===== config.mk =====
export PLATFORM = sky130hd
export DESIGN_NAME = rotary_bcd_counter
export DESIGN_NICKNAME = d
export VERILOG_FILES = /design/src/rtl/rotary_bcd_counter.sv
export SDC_FILE = /design/constraint.sdc
export NUM_CORES = 1
export LEC_CHECK = 0
export ABC_AREA = 1
export ABC_CLOCK_PERIOD_IN_PS = 1800
export BUFFER_PORTS_ARGS = -buffer_cell sky130_fd_sc_hd__buf_2
export CAP_MARGIN = 0
export CELL_PAD_IN_SITES_DETAIL_PLACEMENT = 0
export CELL_PAD_IN_SITES_GLOBAL_PLACEMENT = 1
export CORE_UTILIZATION = 39
export DETAILED_ROUTE_END_ITERATION = 12
export GPL_TIMING_DRIVEN = 0
export PLACE_DENSITY_LB_ADDON = 0.1
export RECOVER_POWER = 100
export SETUP_SLACK_MARGIN = 0.4
export SLEW_MARGIN = 40
export SYNTH_ARGS = -nofsm -noshare
export SYNTH_HDL_FRONTEND = slang
export SYNTH_SLANG_ARGS = --single-unit

===== constraint.sdc =====
create_clock -name clk -period 1.8 [get_ports clk]
set_input_delay 0.27 -clock clk [delete_from_list [all_inputs] [get_ports clk]]
set_output_delay 0.27 -clock clk [all_outputs]
set_load 0.01 [all_outputs]

===== src/rtl/rotary_bcd_counter.sv =====
// -----------------------------------------------------------------------------
// rotary_bcd_counter
//
// Front end for the rotary-encoder display path. The encoder A/B pins and the
// push switch are synchronised and debounced. One step is taken per detent,
// and the design keeps a two-digit BCD position in the range 00..99. Pressing
// the push switch clears the position to 00.
//
// Parameters
//   DEBOUNCE_CYCLES : stable cycles needed before an input change is accepted (>=2)
//   DB_W            : debounce counter width (2**DB_W > DEBOUNCE_CYCLES)
//   WRAP            : 1 = wrap 99<->00, 0 = saturate at 99 and 00
//
// Ports
//   clk        in   system clock, rising edge
//   rst_n      in   asynchronous active-low reset
//   enc_a      in   encoder channel A, asynchronous, idle high
//   enc_b      in   encoder channel B, asynchronous, idle high
//   enc_sw_n   in   encoder push switch, asynchronous, active low
//   bcd_tens   out  tens digit 0..9
//   bcd_ones   out  ones digit 0..9
//   step_valid out  one-cycle pulse per applied step (saturated no-ops included)
//   step_dir   out  direction of the last step, 1 = up (CW), 0 = down (CCW)
// -----------------------------------------------------------------------------
module rotary_bcd_counter #(
    parameter int DEBOUNCE_CYCLES = 50000,
    parameter int DB_W            = 16,
    parameter int WRAP            = 1
) (
    input  logic       clk,
    input  logic       rst_n,
    input  logic       enc_a,
    input  logic       enc_b,
    input  logic       enc_sw_n,
    output logic [3:0] bcd_tens,
    output logic [3:0] bcd_ones,
    output logic       step_valid,
    output logic       step_dir
);

    // Bit positions of the three inputs inside the packed per-input vectors
    localparam int IDX_A  = 0;
    localparam int IDX_B  = 1;
    localparam int IDX_SW = 2;

    localparam logic [DB_W-1:0] DB_LAST = DB_W'(DEBOUNCE_CYCLES - 1);

    logic [2:0]      r_sync1;
    logic [2:0]      r_sync2;
    logic [2:0]      r_db;
    logic [DB_W-1:0] r_cnt [3];
    logic            r_a_q;
    logic            r_sw_q;

    logic [3:0]      r_tens;
    logic [3:0]      r_ones;
    logic            r_step_valid;
    logic            r_step_dir;

    logic            w_rise_a;
    logic            w_fall_sw;
    logic            w_up;
    logic [3:0]      w_next_tens;
    logic [3:0]      w_next_ones;

    // Two-flop synchronisers. Everything resets to the idle (high) level so that
    // releasing reset with the pins idle never looks like an edge.
    always_ff @(posedge clk or negedge rst_n) begin
        if (!rst_n) begin
            r_sync1 <= '1;
            r_sync2 <= '1;
        end else begin
            r_sync1 <= {enc_sw_n, enc_b, enc_a};
            r_sync2 <= r_sync1;
        end
    end

    // Independent debouncers: a changed level must persist for DEBOUNCE_CYCLES
    // consecutive cycles; any return to the accepted level restarts the count.
    always_ff @(posedge clk or negedge rst_n) begin
        if (!rst_n) begin
            r_db <= '1;
            for (int i = 0; i < 3; i++) begin
                r_cnt[i] <= '0;
            end
        end else begin
            for (int i = 0; i < 3; i++) begin
                if (r_sync2[i] == r_db[i]) begin
                    r_cnt[i] <= '0;
                end else if (r_cnt[i] == DB_LAST) begin
                    r_db[i]  <= r_sync2[i];
                    r_cnt[i] <= '0;
                end else begin
                    r_cnt[i] <= r_cnt[i] + 1'b1;
                end
            end
        end
    end

    // Delayed copies of the debounced A and switch levels for edge detection.
    // B only qualifies direction, so it needs no delayed copy.
    always_ff @(posedge clk or negedge rst_n) begin
        if (!rst_n) begin
            r_a_q  <= 1'b1;
            r_sw_q <= 1'b1;
        end else begin
            r_a_q  <= r_db[IDX_A];
            r_sw_q <= r_db[IDX_SW];
        end
    end

    assign w_rise_a  = r_db[IDX_A] & ~r_a_q;
    assign w_fall_sw = ~r_db[IDX_SW] & r_sw_q;
    assign w_up      = ~r_db[IDX_B];

    // Next BCD value for a step in the decoded direction. The end stops either
    // wrap around or hold, depending on WRAP; a held end stop is still a step.
    always_comb begin
        w_next_tens = r_tens;
        w_next_ones = r_ones;
        if (w_up) begin
            if (r_ones != 4'd9) begin
                w_next_ones = r_ones + 4'd1;
            end else if (r_tens != 4'd9) begin
                w_next_ones = 4'd0;
                w_next_tens = r_tens + 4'd1;
            end else if (WRAP != 0) begin
                w_next_ones = 4'd0;
                w_next_tens = 4'd0;
            end
        end else begin
            if (r_ones != 4'd0) begin
                w_next_ones = r_ones - 4'd1;
            end else if (r_tens != 4'd0) begin
                w_next_ones = 4'd9;
                w_next_tens = r_tens - 4'd1;
            end else if (WRAP != 0) begin
                w_next_ones = 4'd9;
                w_next_tens = 4'd9;
            end
        end
    end

    // Position register. A switch press in the same cycle as an A rise wins
    // and the step is dropped, so no step_valid pulse is produced.
    always_ff @(posedge clk or negedge rst_n) begin
        if (!rst_n) begin
            r_tens       <= 4'd0;
            r_ones       <= 4'd0;
            r_step_valid <= 1'b0;
            r_step_dir   <= 1'b0;
        end else if (w_fall_sw) begin
            r_tens       <= 4'd0;
            r_ones       <= 4'd0;
            r_step_valid <= 1'b0;
        end else if (w_rise_a) begin
            r_tens       <= w_next_tens;
            r_ones       <= w_next_ones;
            r_step_valid <= 1'b1;
            r_step_dir   <= w_up;
        end else begin
            r_step_valid <= 1'b0;
        end
    end

    assign bcd_tens   = r_tens;
    assign bcd_ones   = r_ones;
    assign step_valid = r_step_valid;
    assign step_dir   = r_step_dir;

endmodule


; Word-level counts from Yosys, hierarchy flattened
; Cells that the tools add are included.
[op_classes]
add_sub_neg = 7
eq_ne = 10
mux = 20
n_bitwise = 9
reduce_logical = 8
[op_table]
columns = op, count
row1 = 16-bit two-way mux, 6
row2 = "16-bit by 1-bit adder with 16-bit output, second input constant", 3
row3 = "16-bit == test, second input constant", 3
row4 = 4-bit two-way mux, 12
row5 = "4-bit by 1-bit adder with 4-bit output, second input constant", 2
row6 = "4-bit inequality test, second input constant", 2
row7 = 2-bit AND reduction, 4
row8 = 4-bit nonzero test, 2
row9 = "4-bit by 1-bit subtractor with 4-bit output, second input constant", 2
row10 = 1-bit inverter, 7
row11 = "3-bit inequality test, second input constant", 2
row12 = 1-bit == test, 3
row13 = 3-bit AND reduction, 1
row14 = 1-bit AND, 2
row15 = 1-bit two-way mux, 2
row16 = 2-bit nonzero test, 1
[word_totals]
register_bits = 69
elab_cells = 68

; Longest topological paths before layout
[logic_depth]
ltp_word = 6
ltp_mapped = 9
ltp_nobuf = 9

; Worst setup path after synthesis
; Ideal clock, no wire load.
[synth_path]
kind = register to register
startpoint = register r_ones[0], in the netlist bcd_ones[0]
endpoint = register r_tens[1], in the netlist bcd_tens[1]
t_arrival_ns = 1.241
t_required_ns = 1.678
path_slack_ns = 0.436
path_stages_with_launch = 9
cell_sequence = dfrtp_1 > inv_1 > ha_1 > nand3_1 > nand2_1 > nand3_2 > inv_1 > nand2_1 > o21ai_1
[synth_via]
elab_chain_cells = 3
elab_cells_between_ends = 5
classes_between = eq/ne: 3 / reduce/logical: 2
[synth_lines]
columns = item, line
row1 = start: declaration, 56  ; logic [3:0] r_ones;
row2 = start signal: assignment, 158  ; r_ones <= w_next_ones;
row3 = 4-bit inequality test / 4-bit nonzero test (equally long branches), "122, 132"
row4 = 3-bit inequality test (no line), n/a
row5 = 3-bit AND reduction (no line) *, n/a
row6 = end signal: assignment, 157  ; r_tens <= w_next_tens;
row7 = end: declaration, 55  ; logic [3:0] r_tens;
; Mark *: on every way between the ends. The rest lies on a longest branch, timed or not.
; A chain may end at the register's enable or synchronous reset.

; Worst setup path in the final report
[layout_path]
startpoint = register r_cnt[0] (netlist bit)
endpoint = register r_cnt[4] (netlist bit)
[layout_via]
elab_chain_cells = 3
elab_cells_between_ends = 4
classes_between = add/sub: 1 / eq/ne: 1 / mux: 2
[layout_lines]
columns = item, line
row1 = start: declaration, 51  ; logic [DB_W-1:0] r_cnt [3];
row2 = start signal: indexed assignment, 94  ; r_cnt[i] <= r_cnt[i] + 1'b1;
row3 = 16-bit by 1-bit adder with 16-bit output / 16-bit == test (equally long branches), "94, 90"
row4 = 16-bit two-way mux *, 90  ; end else if (r_cnt[i] == DB_LAST) begin
row5 = 16-bit two-way mux *, 88  ; if (r_sync2[i] == r_db[i]) begin
; Marked as above.

==> metrics <==
status=finished, final reports clean; CP top delay family=simple AND/OR/NAND/NOR gates; NumNets Final=about 550; HP Class=in2reg; synthesized area=3730 sq um; Total Power=just under 3 mW; routed len/inst=approximately 12 um; FF+latch area=1750 sq um; register share of total power=0.536; Slowest-stage cell, CP=dfrtp_1; # H-tree levels=3; Unique masters post-synth=31; Worst R2R Path Depth=7; worst skew pair latency=approximately 350 ps; die extent in x=between 90 and 100 um; CTS Buf Count=9; total grt overflow=0; RSZ-0062 raised after global routing=yes; first-pass GRT wire length=13.5 mm; Post-Syn Instances=about 480; WP depth=7; antenna violations before repair=0; critical path's largest stage delay=380 ps; f_max=roughly 0.66 GHz; Clock Sinks=just under 70; fin. max-slew vios=0; die height=between 90 and 100 um; Die Footprint=between 9000 and 10000 sq um; most common cell after layout, fill and taps aside=nand2_1; combinational share of power=0.047; FF+latch count, synth=69; EDFF count, synth=0; Net Switching=between 700 and 800 uW; Clock Path Buffers=2; CP Capture Type=register; setup slack at placement=approximately 210 ps; maxcap violations=0; Cell Rows=35; IO buf count=14; layout cells sized above 1=0.253; post-route ant nets=0; Total Wirelength=7.91 mm; maximum vdd drop=around 0.00035 V; commonest non-fill, non-tap cells in the layout=nand2_1 (86), nor2_1 (79), dfrtp_1 (54); number of diodes=0; final instance area=~4700 sq um; power density over the cells=approximately 640 nW/um^2; effective utilization at floorplan=0.404; Fill cells=926; Max FO, Critical Path=6; Tot GR Track Use=0.171; Placer Congestion=roughly 0.77; total number of vias=about 3200; min Tclk post-route=between 1500 and 2000 ps; final setup vio count=0; Clock Power Share=0.417; final hold vios=0; Worst EP arrival=1740 ps; Tcrit/Tclk final=0.836; Setup Crit Path Kind=reg2reg; setup tns final=0 ps; Cell Int Power=~2.3 mW; startpoint types=register; P_leak=roughly 2.1 nW; post-synthesis sequential area ratio=0.467; Vias/cell=roughly 4.7; FFs w/ async S/R, synth=1.00; Switching Share=0.240; DRT iter0 DRCs=74; clock slew seen by the registers of the worst setup and hold paths=70 ps; Placed Area=roughly 4000 sq um; syn_area_per_cell=just under 8 sq um; slack of the critical path=296 ps; multi-input logic area=a little under 2000 sq um; Top Ports=15; Slew HR=0.494; Worst Path Required=approximately 2000 ps; Area growth syn-to-layout=25.6%; largest net degree at the start of global routing=44; Worst-Margin Slew=roughly 760 ps; ys flop type=dfrtp_1; Syn Nets=just under 500; clk_skew=13.1 ps; CTS tree=built; Syn. warnings=0; vias in the first global route=between 2000 and 3000; number of cells on the worst hold path=1; Core ar.=9240 sq um; post-detail-place hpwl=approximately 5.2 mm; CTS Root Buffer Type=clkbuf_8; Pre-antenna DRT Iters=4; worst path bufs/invs=1; Critical Path, Cell by Cell=ha_1, nand3_4, nor2_4, nand2_2, nand2_1, buf_4, nor2_1; DRC=0
==> cell families after synthesis <==
group / share of synthesized area
AO/OA/AOI/OAI: 0.0580
flip-flops: 0.467
XOR/XNOR: 0.0443
buffers and inverters: 0.0701
AND/OR/NAND/NOR: 0.327
adder cells (fa/ha/maj): 0.0335
==> what timing repair did <==
action,4_1_cts,5_1_grt
resized for setup,21,68
gates cloned,0,0
hold buffers,2,0
buffers inserted,11,21
setup endpoints to repair,37,40
endpoints found under the hold margin,23,0
pin swaps,4,20
==> per-stage QoR <==
step | util | instances | hold slack (ps)
global route | 0.507 | 670 | 15.3
finish | 0.507 | 670 | 29.9
detailed placement | 0.432 | 620 | 162
floorplan | - | 476 | -25.6
global placement | 0.429 | 619 | 347
CTS | 0.471 | 649 | 15.1
==> state kept, by name, summed over array words and instances, names as in the netlist <==
name        count
r_cnt          48
bcd_ones        4
bcd_tens        4
r_db            3
r_sync1         3
r_sync2         3
r_a_q           1
r_sw_q          1
step_dir        1
step_valid      1
==> path summary, 6_finish.rpt <==
| path | start | endpoint | slack [ps] |
|---|---|---|---|
| worst max-delay path | r_cnt[0] | r_cnt[4] | 300 |
| worst min-delay path | enc_sw_n | r_sync1[2] | 30 |
| worst max register to register | r_cnt[0] | r_cnt[4] | 300 |
| worst min register to register | r_sync1[1] | r_sync2[1] | 360 |
| max in group asynchronous | rst_n | r_sync2[2] | 520 |
| min in group asynchronous | rst_n | r_cnt[31] | 530 |
==> power by group through the flow <==
stage          combinational [mW]  sequential (mW)  clock, mW
6_report                    0.140             1.60       1.24
5_1_grt                     0.165             1.60       1.36
4_1_cts                     0.128             1.60       1.29
3_5_place_dp                0.114             1.62          0
3_3_place_gp                0.104             1.62          0
2_1_floorplan              0.0536             1.62          0
==> Yosys cell counts, types with 2 or more instances <==
cell type  number  share of area
o21bai_1        2         0.0040
nor2_2          6          0.010
dfstp_2        11          0.077
nand4_1         9          0.015
nand3_1        37          0.050
inv_1          64          0.064
and2_1          2         0.0034
nor2_1         87          0.088
xnor2_1         4         0.0094
nor2_4          6          0.018
o211ai_1        2         0.0040
xor2_1         13          0.031
a31oi_1         4         0.0067
inv_2           3         0.0030
dfrtp_1        58           0.39
ha_1           10          0.034
nand2_1        94          0.095
o21ai_0        13          0.017
nand2_2         6          0.010
nor3_1         20          0.027
a21oi_1        15          0.020
==> metal layers <==
| layer | vias to the layer above | global-route usage | wire [um] |
|---|---|---|---|
| li1 | 1638 | - | - |
| met1 | 1492 | 0.227 | 3750 |
| met2 | 37 | 0.281 | 3860 |
| met3 | 10 | 0.0292 | 182 |
| met4 | 0 | 0.0645 | 110 |
| met5 | - | 0 | 0 |
==> area by class of cell <==
| cell class | instances | area share |
|---|---|---|
| buffer | 2 | 0.00214 |
| tap | 129 | 0.0345 |
| sequential | 69 | 0.373 |
| inverter | 67 | 0.0553 |
| clock inverter | 7 | 0.0142 |
| timing repair buffer | 49 | 0.0764 |
| multi-input combinational | 338 | 0.418 |
| clock buffer | 9 | 0.0264 |
Power figures use the tool's default switching activity.
